## config.mk

```make
export PLATFORM = sky130hd
export DESIGN_NAME = id_ex_forward_stage
export DESIGN_NICKNAME = d
export VERILOG_FILES = /design/src/rtl/id_ex_forward_stage.sv
export SDC_FILE = /design/constraint.sdc
export NUM_CORES = 1
export LEC_CHECK = 0
export BUFFER_PORTS_ARGS = -buffer_cell sky130_fd_sc_hd__buf_2
export CORE_AREA = 2 2 171 173
export CTS_CLUSTER_SIZE = 30
export DETAILED_ROUTE_END_ITERATION = 10
export DIE_AREA = 0 0 173 175
export PLACE_DENSITY_LB_ADDON = 0.1
export SLEW_MARGIN = 10
export SYNTH_ARGS = -nofsm -noshare
export SYNTH_HDL_FRONTEND = slang
export SYNTH_SLANG_ARGS = --single-unit
```

## constraint.sdc

```tcl
create_clock -name clk -period 4.5 [get_ports clk]
set_input_delay 0.225 -clock clk [delete_from_list [all_inputs] [get_ports clk]]
set_output_delay 0.225 -clock clk [all_outputs]
set_load 0.02 [all_outputs]
```

## src/rtl/id_ex_forward_stage.sv

```systemverilog
// ID->EX pipeline register with operand forwarding, load-use stall and flush.
// Optional stall-cycle counter is built when STALL_CNT_EN is defined.
module id_ex_forward_stage #(
    parameter int DW = 32,
    parameter int CW = 16
) (
    input  logic          clk,
    input  logic          rst,
    input  logic          id_valid,
    input  logic [DW-1:0] id_pc,
    input  logic [DW-1:0] id_rs_val,
    input  logic [DW-1:0] id_rt_val,
    input  logic [DW-1:0] id_imm,
    input  logic [4:0]    id_dest,
    input  logic [CW-1:0] id_ctrl,
    input  logic          hazard_free,
    input  logic [1:0]    vsrc1_sel,
    input  logic [1:0]    vsrc2_sel,
    input  logic [DW-1:0] ex_fwd_val,
    input  logic [DW-1:0] mem_fwd_val,
    input  logic [DW-1:0] wb_fwd_val,
    input  logic          ex_allowin,
    input  logic          flush,
    output logic          id_allowin,
    output logic          ex_valid,
    output logic [DW-1:0] ex_pc,
    output logic [DW-1:0] ex_src1,
    output logic [DW-1:0] ex_src2,
    output logic [DW-1:0] ex_imm,
    output logic [4:0]    ex_dest,
    output logic [CW-1:0] ex_ctrl,
    output logic [31:0]   stall_cnt
);

    function automatic logic [DW-1:0] fwd_mux(
        input logic [1:0]    sel,
        input logic [DW-1:0] rf_val,
        input logic [DW-1:0] ex_val,
        input logic [DW-1:0] mem_val,
        input logic [DW-1:0] wb_val
    );
        logic [DW-1:0] r;
        case (sel)
            2'd0:    r = rf_val;
            2'd1:    r = ex_val;
            2'd2:    r = mem_val;
            2'd3:    r = wb_val;
            default: r = rf_val;
        endcase
        return r;
    endfunction

    logic          id_ready_go_s;
    logic          id_to_ex_s;
    logic [DW-1:0] src1_s;
    logic [DW-1:0] src2_s;

    logic          ex_valid_q, ex_valid_d;
    logic [DW-1:0] ex_pc_q,   ex_pc_d;
    logic [DW-1:0] ex_src1_q, ex_src1_d;
    logic [DW-1:0] ex_src2_q, ex_src2_d;
    logic [DW-1:0] ex_imm_q,  ex_imm_d;
    logic [4:0]    ex_dest_q, ex_dest_d;
    logic [CW-1:0] ex_ctrl_q, ex_ctrl_d;

    assign id_ready_go_s = hazard_free;
    assign id_to_ex_s    = id_valid & id_ready_go_s & ~flush;
    assign id_allowin    = flush | ~id_valid | (id_ready_go_s & ex_allowin);
    assign src1_s        = fwd_mux(vsrc1_sel, id_rs_val, ex_fwd_val, mem_fwd_val, wb_fwd_val);
    assign src2_s        = fwd_mux(vsrc2_sel, id_rt_val, ex_fwd_val, mem_fwd_val, wb_fwd_val);

    // EX register next state: flush kills, take loads (or bubbles), else hold.
    always_comb begin
        ex_valid_d = ex_valid_q;
        ex_pc_d    = ex_pc_q;
        ex_src1_d  = ex_src1_q;
        ex_src2_d  = ex_src2_q;
        ex_imm_d   = ex_imm_q;
        ex_dest_d  = ex_dest_q;
        ex_ctrl_d  = ex_ctrl_q;
        if (flush) begin
            ex_valid_d = 1'b0;
        end else if (ex_allowin) begin
            ex_valid_d = id_to_ex_s;
            if (id_to_ex_s) begin
                ex_pc_d   = id_pc;
                ex_src1_d = src1_s;
                ex_src2_d = src2_s;
                ex_imm_d  = id_imm;
                ex_dest_d = id_dest;
                ex_ctrl_d = id_ctrl;
            end else begin
                ex_pc_d   = ex_pc_q;
            end
        end else begin
            ex_valid_d = ex_valid_q;
        end
    end

    // EX pipeline register state.
    always_ff @(posedge clk or posedge rst) begin
        if (rst) begin
            ex_valid_q <= 1'b0;
            ex_pc_q    <= {DW{1'b0}};
            ex_src1_q  <= {DW{1'b0}};
            ex_src2_q  <= {DW{1'b0}};
            ex_imm_q   <= {DW{1'b0}};
            ex_dest_q  <= 5'd0;
            ex_ctrl_q  <= {CW{1'b0}};
        end else begin
            ex_valid_q <= ex_valid_d;
            ex_pc_q    <= ex_pc_d;
            ex_src1_q  <= ex_src1_d;
            ex_src2_q  <= ex_src2_d;
            ex_imm_q   <= ex_imm_d;
            ex_dest_q  <= ex_dest_d;
            ex_ctrl_q  <= ex_ctrl_d;
        end
    end

    assign ex_valid = ex_valid_q;
    assign ex_pc    = ex_pc_q;
    assign ex_src1  = ex_src1_q;
    assign ex_src2  = ex_src2_q;
    assign ex_imm   = ex_imm_q;
    assign ex_dest  = ex_dest_q;
    assign ex_ctrl  = ex_ctrl_q;

`ifdef STALL_CNT_EN
    // A flush in the same cycle is counted as a flush, never as a stall.
    logic        stall_s;
    logic [31:0] stall_cnt_q, stall_cnt_d;

    assign stall_s = id_valid & ~hazard_free & ex_allowin & ~flush;

    // Stall counter next state; wraps naturally at 32 bits.
    always_comb begin
        stall_cnt_d = stall_cnt_q;
        if (stall_s) begin
            stall_cnt_d = stall_cnt_q + 32'd1;
        end else begin
            stall_cnt_d = stall_cnt_q;
        end
    end

    // Stall counter register.
    always_ff @(posedge clk or posedge rst) begin
        if (rst) begin
            stall_cnt_q <= 32'd0;
        end else begin
            stall_cnt_q <= stall_cnt_d;
        end
    end

    assign stall_cnt = stall_cnt_q;
`else
    assign stall_cnt = 32'd0;
`endif

endmodule

```

==> metrics.md, run 1 <==
| Metric | Value |
|---|---|
| Status | `completed` |
| Register bit count reported by yosys | `150` |
| Worst r2r dst | `ex_src2[16]$_DFFE_PP0P_` |
| Placed Area | `9600 um^2` |
| Lkg Pwr | `just under 5 nW` |
| Dpl hpwl | `17200 um` |
| Initial Util | `26.1%` |
| Max Cap Viol | `0` |
| Hold Path Cell Cnt | `2` |
| Worst hold path class | `in2reg` |
| Biggest area consumer among synthesized cells | `dfrtp_1` |
| CP Class | `in2reg` |
| Core ar. | `approximately 28000 um^2` |
| Final core utilization | `between 30% and 40%` |
| Ports | `between 400 and 500` |
| Max FO, Critical Path | `32` |
| Sequential fraction of design power | `between 30% and 40%` |
| Drt pass-1 iters | `4` |
| Reg2Reg Setup Slack | `~3.7 ns` |
| Hold EP | `ex_pc[24]$_DFFE_PP0P_` |
| Root buf cell | `clkbuf_16` |
| Sum Neg Setup Slack | `0 ns` |
| Cell Area, Synth | `between 7000 and 8000 um^2` |
| First-pass GRT wire length | `35000 um` |
| Final Max Tran Viols | `0` |
| Worst Hold Slack | `0.0332 ns` |
| DIE WIDTH | `173 um` |
| Synth Area per Inst | `between 15 and 20 um^2` |
| Pint | `around 0.0033 W` |
| P&R area growth vs syn | `38.6%` |
| Peak VDD IR | `around 0.19 mV` |
| DRT iter0 DRCs | `~120` |
| Final number of hold-violating endpoints | `0` |
| Antenna-violating nets left | `0` |
| CTS buffer count | `17` |
| Net switching power figure | `0.00152 W` |
| Yosys warnings | `0` |
| Buffer count from post-CTS setup fixing | `0` |
| Placement row count | `between 60 and 70` |
| Final setup vio count | `0` |
| Post-synth cell types | `16` |
| Gate power share | `29.8%` |
| Initial antenna violation count | `13` |
| Sw Ratio | `31.6%` |
| Nets@finish | `1085` |
| Area contributors post-synth | `dfrtp_1 (51%), mux2_2 (23%), mux4_2 (19%), buf_4 (3.2%), buf_12 (1.6%)` |
| Share of layout cells above drive strength 1 | `between 70% and 80%` |
| H-tree Lvls | `4` |
| Post-layout min period | `approximately 1.5 ns` |
| Clock slew at reported path FFs | `0.06 ns` |
| Part of the Yosys area used for sequential elements | `50.7%` |
| Clock skew | `0 ns` |
| Clock Tree Buf Depth | `2` |
| RePlAce Congestion | `around 0.8` |
| All-Layer GR Usage | `roughly 15%` |
| R2R cell count | `1` |
| Crit end category | `flip-flop` |
| Cells after Synth | `432` |
| Vias per Instance | `~4.4` |
| Commonest non-fill, non-tap cell in the layout | `buf_2` |
| Largest net degree at the start of global routing | `151` |
| Grt ovf | `0` |
| Worst Hold Launch | `id_pc[24]` |
| CP arrival | `approximately 1.8 ns` |
| Port Buffers | `a little over 400` |
| Routed len/inst | `18.8 um` |
| Worst R2R Start | `ex_src2[16]$_DFFE_PP0P_` |
| Synth top area share | `around half` |
| Worst slack, placed | `between 2 and 3 ns` |
| RSZ-0062 raised after global routing | `false` |
| Commonest non-fill, non-tap cells in the layout | `buf_2 (405), dfrtp_1 (150), mux2_2 (148), mux4_2 (64), conb_1 (32)` |
| Clock latency on the worst-skew pair | `between 0.4 and 0.5 ns` |
| CTS Sinks | `150` |
| Cell Pwr Density | `about 470 nW/um^2` |
| Vias in the first global route | `5983` |
| Die Area | `approximately 30000 um^2` |
| Slew at the pin with the worst max-slew slack | `approximately 0.95 ns` |
| Worst setup margin | `3.04 ns` |
| DRC violation count after routing | `0` |
| Die H | `between 150 and 200 um` |
| Worst rel slew slack | `between 30% and 40%` |
| CTS tree | `built` |
| # fillers | `roughly 2800` |
| CP Launch Type | `input port` |
| Data required time of the critical path | `approximately 4.8 ns` |
| Clock power share | `32.4%` |
| Fin area | `roughly 10000 um^2` |
| Total routed wirelength | `~23000 um` |
| Ratio of final minimum period to clock period | `32.4%` |
| F_max | `around 690 MHz` |
| Via count | `roughly 5400` |
registers in the layout (all words and copies together) (netlist names):
register	flops
ex_ctrl	16
ex_src2	32
ex_pc	32
ex_valid	1
ex_imm	32
ex_dest	5
ex_src1	32
Yosys cell counts:
| cell type | instances |
|---|---|
| mux4_2 | 64 |
| dfrtp_1 | 150 |
| nand3b_1 | 1 |
| nand2b_1 | 1 |
| nand2_1 | 1 |
| buf_12 | 6 |
| nand4b_1 | 1 |
| buf_1 | 6 |
| buf_2 | 16 |
| buf_6 | 2 |
| buf_4 | 32 |
| o21ai_0 | 1 |
| conb_1 | 1 |
| inv_1 | 1 |
| mux2_1 | 1 |
| mux2_2 | 148 |
per-stage QoR:
stage               instances  power, W
finish                   1229   0.00482
global route             1228   0.00508
CTS                      1225   0.00490
detailed placement       1194   0.00331
global placement         1194   0.00329
floorplan                 463   0.00274
how the worst max path moves through the flow:
stage	cells after the start	endpoint	slack (ns)	start
detailed placement	4	ex_src2[5]$_DFFE_PP0P_	2.58	vsrc2_sel[0]
CTS	4	ex_src2[7]$_DFFE_PP0P_	3.03	vsrc2_sel[0]
global placement	4	ex_src2[27]$_DFFE_PP0P_	2.60	vsrc2_sel[0]
floorplan	1	ex_ctrl[0]$_DFFE_PP0P_	0.24	rst
global route	4	ex_src2[7]$_DFFE_PP0P_	2.96	vsrc2_sel[0]
finish	4	ex_src2[7]$_DFFE_PP0P_	3.04	vsrc2_sel[0]
cells by family (layout without fill, tap and decap cells):
group / Yosys count / count (layout) / synth area share [%]
AO/OA/AOI/OAI: 1 / 1 / 0.0676
flip-flops: 150 / 150 / 50.7
buffers and inverters: 63 / 441 / 6.61
other: 1 / 36 / 0.0507
AND/OR/NAND/NOR: 4 / 4 / 0.355
multiplexers: 213 / 213 / 42.2
critical path, cell delays in order:
cell and delay, ns:
buf_2 0.07, buf_4 0.56, mux4_2 0.59, mux2_2 0.27
power by group through the flow:
stage / Clock (W) / Sequential (W) / Combinational [W]
final: 0.00156 / 0.00182 / 0.00144
after detailed placement: 0 / 0.00184 / 0.00146
after global routing: 0.00168 / 0.00187 / 0.00153
after global placement: 0 / 0.00184 / 0.00145
after CTS: 0.00161 / 0.00182 / 0.00146
after floorplan: 0 / 0.00225 / 0.000494
per-layer routing:
layer	track usage, %	share of wire [%]	vias up
li1	-	-	2379
met1	16.9	38	2677
met2	25.9	50	284
met3	7.07	9.9	37
met4	5.19	1.6	16
met5	0	0.51	-
what timing repair did:
item,in CTS,in global routing
gates resized for setup,0,0
hold buffers,1,0
setup endpoints to repair,0,0
endpoints found under the hold margin,1,0
layout make-up:
type | count | area (um^2) | share of cell area (%)
inverters | 1 | 8.76 | 0.0854
well taps | 384 | 480 | 4.69
multi-input cells | 250 | 3270 | 31.9
diodes | 4 | 10.0 | 0.0976
flip-flops and latches | 150 | 3750 | 36.6
clock buffers | 23 | 498 | 4.86
clock inverters | 7 | 141 | 1.38
repair buffers | 410 | 2090 | 20.4
Power figures use the tool's default switching activity.
==> run 2: changes to the inputs <==
Settings changed: CORE_AREA 2 2 171 173 to 2 2 173 175, DIE_AREA 0 0 173 175 to 0 0 175 177.
Clock period 4.5 ns to 1.5 ns, I/O delays scaled along.
==> metrics.md, run 2 (same netlist as run 1, synthesis figures left out) <==
| Metric | Value |
|---|---|
| Status | `completed` |
| CP arrival | `1.77 ns (+0.02 ns)` |
| Clock power share | `31.1% (-1.3 points)` |
| Grt ovf | `0 (unchanged)` |
| Critical-path cell list | `dlygate4sd3_1 > buf_2 > nand4b_1 > buf_4 > buf_12 > mux2_2` |
| All-Layer GR Usage | `16.0% (+0.71 points)` |
| Clock slew at reported path FFs | `0.07 ns (about the same)` |
| Initial antenna violation count | `5 (-8)` |
| Lkg Pwr | `5.43 nW (+9.4%)` |
| Die Area | `31000 um^2 (+2.3%)` |
| P&R area growth vs syn | `53.6%` |
| Share of layout cells above drive strength 1 | `70.8% (-6.6 points)` |
| RSZ-0062 raised after global routing | `false` |
| Ports | `438 (unchanged)` |
| Crit end category | `flip-flop` |
| Sw Ratio | `33.5% (+1.9 points)` |
| Worst hold path class | `in2reg` |
| DRC violation count after routing | `0 (unchanged)` |
| Post-layout min period | `1.46 ns` |
| Gate power share | `31.5% (+1.7 points)` |
| # fillers | `2835 (-0.035%)` |
| Largest net degree at the start of global routing | `84 (-44%)` |
| Cell Pwr Density | `1290 nW/um^2 (+170%)` |
| Vias in the first global route | `5985 (+0.033%)` |
| CTS tree | `built` |
| Worst rel slew slack | `66.2% (+30 points)` |
| Placement row count | `63 (+1.6%)` |
| Net switching power figure | `0.00489 W (+220%)` |
| Clock skew | `0 ns (unchanged)` |
| Die H | `177 um (+1.1%)` |
| Drt pass-1 iters | `4 (unchanged)` |
| DRT iter0 DRCs | `138 (+19%)` |
| Via count | `5663 (+5.0%)` |
| CP max stage cell | `dlygate4sd3_1` |
| Port Buffers | `405 (unchanged)` |
| Max FO, Critical Path | `27 (-16%)` |
| Peak VDD IR | `0.709 mV (+270%)` |
| Vias per Instance | `4.24 (-3.5%)` |
| Initial Util | `25.3% (-0.76 points)` |
| Final number of hold-violating endpoints | `0 (unchanged)` |
| Clock Tree Buf Depth | `2 (unchanged)` |
| DIE WIDTH | `175 um (+1.2%)` |
| Ratio of final minimum period to clock period | `a little over nine tenths` |
| CP Launch Type | `input port` |
| Worst setup margin | `0.0398 ns (-3.00 ns)` |
| Core ar. | `29200 um^2 (+3.0%)` |
| DR WL met3 | `2110 um (-8.1%)` |
| CTS buffer count | `17 (unchanged)` |
| H-tree Lvls | `4 (unchanged)` |
| Highest routed metal layer | `met5` |
| Dpl hpwl | `18700 um (+8.2%)` |
| Commonest non-fill, non-tap cell in the layout | `buf_2` |
| Final core utilization | `38.8% (+2.7 points)` |
| Sequential fraction of design power | `37.4% (-0.4 points)` |
| Final setup vio count | `0 (unchanged)` |
| F_max | `685 MHz` |
| Routed len/inst | `18.6 um (-1.6%)` |
| Worst slack, placed | `0.121 ns (-2.45 ns)` |
| Buffer count from post-CTS setup fixing | `0 (unchanged)` |
| Sum Neg Setup Slack | `0 ns (unchanged)` |
| Root buf cell | `clkbuf_16` |
| Slew at the pin with the worst max-slew slack | `0.508 ns (-0.444 ns)` |
| Worst Hold Slack | `0.0852 ns (+0.0520 ns)` |
| Met2 routed WL | `12300 um (+6.3%)` |
| Data required time of the critical path | `1.81 ns (-2.99 ns)` |
| Total routed wirelength | `24800 um (+7.1%)` |
| CP Class | `in2reg` |
| RePlAce Congestion | `0.802 (-0.89%)` |
| First-pass GRT wire length | `36500 um (+4.2%)` |
| Nets@finish | `1188 (+9.5%)` |
| Pint | `0.00971 W (+190%)` |
| PostCTS Resize Cnt | `0 (unchanged)` |
| CP max stage delay | `0.56 ns (-0.03 ns)` |
| Final Max Tran Viols | `0 (unchanged)` |
| Antenna-violating nets left | `0 (unchanged)` |
| Max Cap Viol | `0 (unchanged)` |
| Clock latency on the worst-skew pair | `0.42 ns (about the same)` |
| # hold bufs at CTS | `88 (+87)` |
| Wl on met1 | `10000 um (+14%)` |
| CTS Sinks | `150 (unchanged)` |
| Commonest non-fill, non-tap cells in the layout | `buf_2 (405), dfrtp_1 (150), mux2_2 (148), dlygate4sd3_1 (88), mux4_2 (64)` |
## run 2: cell types whose count changed in the layout (fill, tap and decap cells not counted)
cell / before / now
buf_12: 2 / 14
buf_4: 2 / 6
bufinv_16: 4 / 3
clkbuf_1: 1 / 0
clkbuf_8: 5 / 0
clkinv_2: 1 / 3
clkinv_4: 0 / 2
clkinvlp_4: 1 / 5
diode_2: 4 / 1
dlygate4sd3_1: 1 / 88
inv_6: 2 / 3
## run 2: layout make-up
cell class                 instances  area (um^2)  share of cell area (%)
inverter                           1         7.51                  0.0661
tap                              390          488                    4.30
timing repair buffer             513         3230                    28.5
multi-input combinational        250         3270                    28.8
antenna                            1         2.50                  0.0220
clock buffer                      17          425                    3.74
clock inverter                    15          179                    1.58
sequential                       150         3750                    33.0
## run 2: power groups by stage
stage                     clock network, W  logic, W  registers, W
after floorplan                          0   0.00148       0.00674
after global placement                   0   0.00451       0.00553
after detailed placement                 0   0.00449       0.00554
after CTS                          0.00471   0.00468       0.00547
after global routing               0.00488   0.00491       0.00560
final                              0.00453   0.00460       0.00546
## run 2: per-layer routing
layer,vias to the layer above,track usage (%)
li1,2579,-
met1,2766,19.0
met2,285,27.6
met3,25,5.56
met4,8,4.24
met5,-,0
## run 2: final timing paths
kind | start | to | slack (ns) | cells past startpoint
max in group asynchronous | rst | ex_imm[9]$_DFFE_PP0P_ | 0.71 | 4
setup / recovery | ex_allowin | ex_src2[17]$_DFFE_PP0P_ | 0.04 | 6
hold reg to reg | ex_ctrl[15]$_DFFE_PP0P_ | ex_ctrl[15]$_DFFE_PP0P_ | 0.50 | 1
hold / removal | id_rt_val[29] | ex_src2[29]$_DFFE_PP0P_ | 0.09 | 3
min in group asynchronous | rst | ex_pc[20]$_DFFE_PP0P_ | 0.34 | 4
setup reg to reg | ex_dest[1]$_DFFE_PP0P_ | ex_dest[1]$_DFFE_PP0P_ | 0.69 | 1
## run 2: critical path, delay by kind of cell
family                 cells  cell delay [ns]
buffers and inverters      4             1.12
AND/OR/NAND/NOR            1             0.18
multiplexers               1             0.35
## run 2: stage by stage
| step | power, W | cell area (um^2) | cells |
|---|---|---|---|
| floorplan | 0.00822 | 7520 | 463 |
| global placement | 0.0100 | 9870 | 1216 |
| detailed placement | 0.0100 | 9870 | 1216 |
| CTS | 0.0149 | 11400 | 1336 |
| global route | 0.0154 | 11400 | 1336 |
| finish | 0.0146 | 11400 | 1337 |
